File: src/rtl/signal_mixer_seq.sv
// Sequential channel mixer: sums enabled channels one per cycle, attenuates by a
// right shift and saturates the result to the sample width.
module signal_mixer_seq #(
  parameter  int NUM_CH = 12,
  parameter  int WIDTH  = 8,
  localparam int ACC_W  = WIDTH + $clog2(NUM_CH),
  localparam int SH_W   = $clog2(ACC_W)
) (
  input  logic                    clk,
  input  logic                    rst,
  input  logic [NUM_CH*WIDTH-1:0] samples,
  input  logic [NUM_CH-1:0]       sample_enable,
  input  logic [SH_W-1:0]         shift,
  input  logic                    start,
  output logic                    busy,
  output logic [WIDTH-1:0]        sample_out,
  output logic                    out_valid,
  output logic                    clip,
  output logic                    overrun
);

  localparam int IDX_W = $clog2(NUM_CH);
  localparam logic [IDX_W-1:0] LAST_IDX = IDX_W'(NUM_CH - 1);

  typedef enum logic [1:0] {IDLE, ACCUM, DONE} state_t;

  state_t                  state;
  state_t                  state_next;
  logic [IDX_W-1:0]        idx;
  logic [ACC_W-1:0]        acc;
  logic [NUM_CH*WIDTH-1:0] snap_samples;
  logic [NUM_CH-1:0]       snap_en;
  logic [SH_W-1:0]         snap_shift;
  logic [WIDTH-1:0]        cur_sample;
  logic [ACC_W-1:0]        shifted;
  logic                    saturate;

  always_ff @(posedge clk) begin
    if (rst) begin
      state <= IDLE;
    end else begin
      state <= state_next;
    end
  end

  always_comb begin
    state_next = state;
    case (state)
      IDLE:    if (start) state_next = ACCUM;
      ACCUM:   if (idx == LAST_IDX) state_next = DONE;
      DONE:    state_next = IDLE;
      default: state_next = IDLE;
    endcase
  end

  always_comb begin
    busy = (state != IDLE);
  end

  // Disabled channels contribute zero; a shift of ACC_W or more naturally yields zero.
  always_comb begin
    cur_sample = snap_en[idx] ? snap_samples[int'(idx)*WIDTH +: WIDTH] : '0;
    shifted    = acc >> snap_shift;
    saturate   = |shifted[ACC_W-1:WIDTH];
  end

  always_ff @(posedge clk) begin
    if (rst) begin
      idx          <= '0;
      acc          <= '0;
      snap_samples <= '0;
      snap_en      <= '0;
      snap_shift   <= '0;
      sample_out   <= '0;
      out_valid    <= 1'b0;
      clip         <= 1'b0;
      overrun      <= 1'b0;
    end else begin
      out_valid <= 1'b0;
      overrun   <= 1'b0;
      case (state)
        IDLE: begin
          if (start) begin
            snap_samples <= samples;
            snap_en      <= sample_enable;
            snap_shift   <= shift;
            acc          <= '0;
            idx          <= '0;
          end
        end
        ACCUM: begin
          acc     <= acc + {{(ACC_W-WIDTH){1'b0}}, cur_sample};
          idx     <= (idx == LAST_IDX) ? '0 : idx + 1'b1;
          overrun <= start;
        end
        DONE: begin
          sample_out <= saturate ? {WIDTH{1'b1}} : shifted[WIDTH-1:0];
          clip       <= saturate;
          out_valid  <= 1'b1;
          overrun    <= start;
        end
        default: ;
      endcase
    end
  end

endmodule

File: config.mk
export PLATFORM = sky130hd
export DESIGN_NAME = signal_mixer_seq
export DESIGN_NICKNAME = d
export VERILOG_FILES = /design/src/rtl/signal_mixer_seq.sv
export SDC_FILE = /design/constraint.sdc
export NUM_CORES = 1
export LEC_CHECK = 0
export CAP_MARGIN = 20
export CELL_PAD_IN_SITES_DETAIL_PLACEMENT = 0
export CELL_PAD_IN_SITES_GLOBAL_PLACEMENT = 1
export CORE_MARGIN = 2
export CORE_UTILIZATION = 42
export CTS_CLUSTER_DIAMETER = 50
export DETAILED_ROUTE_END_ITERATION = 7
export GPL_TIMING_DRIVEN = 0
export PLACE_DENSITY_LB_ADDON = 0.05
export SETUP_SLACK_MARGIN = 0.3
export SYNTH_ARGS = -nofsm -noshare
export SYNTH_HDL_FRONTEND = slang
export SYNTH_SLANG_ARGS = --single-unit
export TNS_END_PERCENT = 100
File: constraint.sdc
create_clock -name clk -period 6.4 [get_ports clk]
set_input_delay 0.96 -clock clk [delete_from_list [all_inputs] [get_ports clk]]
set_output_delay 0.96 -clock clk [all_outputs]
set_load 0.01 [all_outputs]
== After elaboration in Yosys (flattened, before gate mapping) ==
Index checks and enable logic that the tools add are counted.

* Flip-flop bits (word level): 141
* Output and inout port bits: 12
* Word-level logic and storage cells: 43

* Add/sub/neg operators: 2
* Order comparisons: 1
* Equal/unequal tests: 5
* Shift-type cells: 2
* Mux-type cells: 13
* Bitwise operators: 1
* Reductions and logical operators: 9

{| class="wikitable"
|+ Operator list
! cell !! number
|-
| 96-bit by 8-bit indexed part select with 8-bit output || 1
|-
| 12-bit case mux with 2 select lines || 1
|-
| 8-bit 2-to-1 mux || 2
|-
| 12-bit by 8-bit adder with 12-bit output || 1
|-
| 12-bit 2-to-1 mux || 1
|-
| 12-bit by 4-bit right shift with 12-bit output || 1
|-
| 4-bit 2-to-1 mux || 2
|-
| 4-bit case mux with 2 select lines || 1
|-
| 2-bit AND reduction || 3
|-
| 4-bit by 5-bit less-than comparator with 1-bit output (second input constant) || 1
|-
| 4-bit by 1-bit adder with 4-bit output (second input constant) || 1
|-
| 1-bit binary-select mux with 4-bit select || 1
|-
| 4-bit == test (second input constant) || 1
|-
| 2-bit 2-to-1 mux || 2
|-
| 2-bit inequality test (second input constant) || 2
|-
| 2-bit case mux with 2 select lines || 1
|-
| 2-bit nonzero test || 2
|-
| 2-bit OR reduction || 2
|-
| 4-bit OR reduction || 1
|-
| 2-bit by 1-bit == test with 1-bit output (second input constant) || 1
|-
| 2-bit == test (second input constant) || 1
|-
| 2-bit logical NOT || 1
|-
| 1-bit 2-to-1 mux || 2
|-
| 1-bit NOT || 1
|}

== Longest topological paths before layout ==
* Depth in word-level cells: 5
* Gate-level depth with buffers: 15
* Gate-level depth less buffers: 12

== Least setup slack after synthesis ==
No wires, ideal clock.

* Kind: register -> register
* From: register idx[0]
* To: register acc[6]
* Arrival time: 2.873 ns
* Required time: 6.283 ns
* Slack: 3.411 ns
* Cell stages (with the launch flop): 14
* Path buffers: 1
* Clock period less this slack: 2.989 ns
* Path through: dfxtp_1 > buf_4 > mux4_2 > nand2_1 > a21oi_1 > a31oi_2 > a21oi_1 > ha_1 > fa_1 > a211oi_1 > o21bai_1 > a21oi_1 > xnor2_1 > a22o_1

* Cells in the longest elaborated chain, start to end: 5

{| class="wikitable"
|+ RTL lines
! item !! RTL line !! RTL
|-
| from (decl) || 29 || <nowiki>logic [IDX_W-1:0] idx;</nowiki>
|-
| from (signal assigned) || 93 || <nowiki>idx <= (idx == LAST_IDX) ? '0 : idx + 1'b1;</nowiki>
|-
| branches (longest 2 deep; another with 96-bit by 8-bit indexed part select with 8-bit output) || n/a ||
|-
| 8-bit 2-to-1 mux (*) || 62 || <nowiki>cur_sample = snap_en[idx] ? snap_samples[int'(idx)*WIDTH +: WIDTH] : '0;</nowiki>
|-
| 12-bit by 8-bit adder with 12-bit output (*) || 92 || <nowiki>acc <= acc + {{(ACC_W-WIDTH){1'b0}}, cur_sample};</nowiki>
|-
| 12-bit case mux with 2 select lines (*) || 81 || <nowiki>case (state)</nowiki>
|-
| to (signal assigned) || 92 ||
|-
| to (decl) || 30 || <nowiki>logic [ACC_W-1:0] acc;</nowiki>
|}

Mark *: on every way between the ends. The select of a mux whose other input is x is not followed.
A chain may end at the register's enable or synchronous reset.

== Worst setup path in the final report ==
* From: register idx[0]
* To: register acc[11]

The elaborated chain is that of the path after synthesis.

==> flow_metrics.env <==
export IMPL_post_route_drc_count=0
export IMPL_crit_fanout=10
export IMPL_cts_buffers_inserted=17
export IMPL_die_area_um2=17090
export IMPL_clkLatencyLatePin_ps=430
export IMPL_worstPathRequired_ps=6690
export IMPL_die_width_um=130.7
export IMPL_synthFlopType="dfxtp_1"
export IMPL_busiest_layer="met2"
export IMPL_max_slew_worst_pin_slew_ps=723.6
export IMPL_rsz0062_at_grt="false"
export IMPL_synth_cells=822
export IMPL_cts_resized=0
export IMPL_n_antenna_cell=0
export IMPL_nets=1094
export IMPL_synthAdderAreaFrac_pct=2.523
export IMPL_grt_max_degree=17
export IMPL_initial_core_util_pct=42.77
export IMPL_cts_buffer_depth=2
export IMPL_start_kind="register"
export IMPL_worst_slack_ps=2517
export IMPL_synthSimpleGateAreaFrac_pct=21.20
export IMPL_routed_wl_um=19820
export IMPL_ys_types=54
export IMPL_met3_usage_pct=4.886
export IMPL_grt_pass1_wl_um=31520
export IMPL_post_drt_via_cell_ratio=5.339
export IMPL_final_cell_mix="nand2_1 (250), dfxtp_1 (141), a21oi_1 (135)"
export IMPL_drive_gt1_share_pct=7.763
export IMPL_via_count=6380
export IMPL_finalSetupViolCount=0
export IMPL_utilization_pct=56.22
export IMPL_ant_nets=0
export IMPL_groute_usage_overall_pct=24.28
export IMPL_ys_ff_latch=141
export IMPL_yosys_area_top_type="dfxtp_1"
export IMPL_seq_area_frac_synth_pct=41.85
export IMPL_cts_sinks=141
export IMPL_io_pins=127
export IMPL_root_buffer="clkbuf_16"
export IMPL_num_rows=46
export IMPL_hold_class="reg2reg"
export IMPL_powerDensity_nw_per_um2=256.6
export IMPL_synth_top_family_by_area="simple AND/OR/NAND/NOR gates"
export IMPL_critPathArrivalTime_ps=4180
export IMPL_ys_warnings_count=0
export IMPL_irDropWorstVdd_uv=189.5
export IMPL_hold_viol_final=0
export IMPL_synth_area_leaders="dfxtp_1 (42%), nand2_1 (14%), a21oi_1 (10%), mux4_2 (7.7%), a211oi_1 (2.3%)"
export IMPL_crit_type="reg2reg"
export IMPL_port_buffers=125
export IMPL_antenna_found_initial=0
export IMPL_end_kind="register"
export IMPL_synth_mux_area_share_pct=10.05
export IMPL_final_common_cell="nand2_1"
export IMPL_synth_compound_area_share_pct=18.23
export IMPL_grt_pass1_vias=6199
export IMPL_fin_setup_tns_ps=0
export IMPL_final_max_slew_viol_count=0
export IMPL_holdBufCountCts=0
export IMPL_yosysTopAreaCellShare_pct=41.85
export IMPL_relSlewSlack_pct=50.51
export IMPL_grt_overflow_total=0
export IMPL_leakagePower_nw=3.272
export IMPL_place_ws_ps=2541
export IMPL_outcome="complete, no violations"
export IMPL_stdcell_count=1195
export IMPL_gp_congestion=0.8693
export IMPL_maxCapViolCount=0
export IMPL_syn_area_per_cell_um2=8.206
export IMPL_use_met1_pct=32.42
export IMPL_cts_setup_buffers=0
export IMPL_syn_area_um2=6745
export IMPL_finClkSkew_ps=13.56
export IMPL_synth_nets=950
export IMPL_cts_clk_slew_worst_paths_ps=60
export IMPL_fin_crit_sh_pct=60.67
export IMPL_post_route_min_period_ps=3883
export IMPL_area_delta_synth_final_pct=31.44
export IMPL_dp_cells=1163
export IMPL_drt_iter0_drc=404
export IMPL_synth_edf_count=0
export IMPL_timing_fmax_mhz=257.6
export IMPL_detail_route_wl_per_cell_um=16.58
export IMPL_timing_hold_ws_ps=451.5
export IMPL_dp_hpwl_um=14880
export IMPL_synthArstFlopShare_pct=0
export IMPL_h_tree_depth=4
export IMPL_cts_tree="built"
export IMPL_grtUsageMet2_pct=40.41
export IMPL_dr_pass1_iters=5
export IMPL_synth_xor_area_share_pct=1.169
export IMPL_die_y_um=130.7
export IMPL_fp_coreArea_um2=15770
cells by family after synthesis:
| logic type | after synthesis |
|---|---|
| muxes | 34 |
| and+or+nand+nor | 340 |
| adders and majority gates | 13 |
| AOI/OAI and AO/OA | 213 |
| DFF | 141 |
| buffers and inverters | 72 |
| xor gates and xnor gates | 9 |
Yosys cell counts, drive strengths merged, types with 4 or more instances:
cell,instances
buf,22
xnor2,4
nor3,13
xor2,5
a31oi,4
inv,10
dfxtp,141
clkbuf,40
ha,12
nor2,22
a211oi,21
and2,13
a22oi,6
nand2,250
nand3,6
mux4,26
a2111oi,4
a21oi,135
nor2b,19
mux2i,7
o21ai,21
state kept, by name, indices dropped and copies added (netlist names):
name	count
out_valid	1
snap_en	12
state	2
clip	1
overrun	1
snap_shift	4
acc	12
sample_out	8
snap_samples	96
idx	4
per-layer routing:
| layer | up-vias | share of wire (%) |
|---|---|---|
| met5 | - | 0 |
| met4 | 0 | 1.2 |
| met3 | 24 | 6.5 |
| met2 | 217 | 48 |
| met1 | 3004 | 45 |
| li1 | 3135 | - |
report_power, final:
group,switching (W),internal [W]
clock,0.000400,0.000615
sequential,0.0000264,0.000927
combinational,0.000163,0.000143
through the flow:
stage / area (µm²) / power, W
after global routing: 8866 / 0.002358
after global placement: 8267 / 0.001271
after floorplan: 6745 / 0.001135
after detailed placement: 8267 / 0.001277
final: 8866 / 0.002275
after CTS: 8866 / 0.002286
final timing paths:
kind                                                 endpoint  cells after the start                           from  slack [ps]
worst max register to register           acc[11]$_SDFFE_PP0P_                     14            idx[0]$_SDFFE_PP0P_        2520
worst min register to register  snap_samples[90]$_SDFFE_PP0P_                      2  snap_samples[90]$_SDFFE_PP0P_         450
worst min-delay path            snap_samples[90]$_SDFFE_PP0P_                      2  snap_samples[90]$_SDFFE_PP0P_         450
worst max-delay path                     acc[11]$_SDFFE_PP0P_                     14            idx[0]$_SDFFE_PP0P_        2520
layout make-up:
class / count / area (µm²)
plain buffers: 62 / 297.8
fillers: 1525 / 6904
clock inverters: 13 / 166.4
multi-input cells: 609 / 3587
well taps: 216 / 270.3
repair buffers: 125 / 1251
clock buffers: 19 / 432.9
inverters: 10 / 37.54
flip-flops and latches: 141 / 2823
critical path: stages, from the launching register on:
cell and delay [ps]:
dfxtp_1 340, buf_4 240, buf_6 200, buf_6 200
buf_6 160, a211oi_1 110, nor3_1 320, o21ai_0 150
a21oi_1 220, ha_1 330, a2111oi_0 710, o221ai_1 350
nand4_1 190, xor2_1 160, nor2_1 60
No activity file was read; power rests on OpenSTA's default activity.
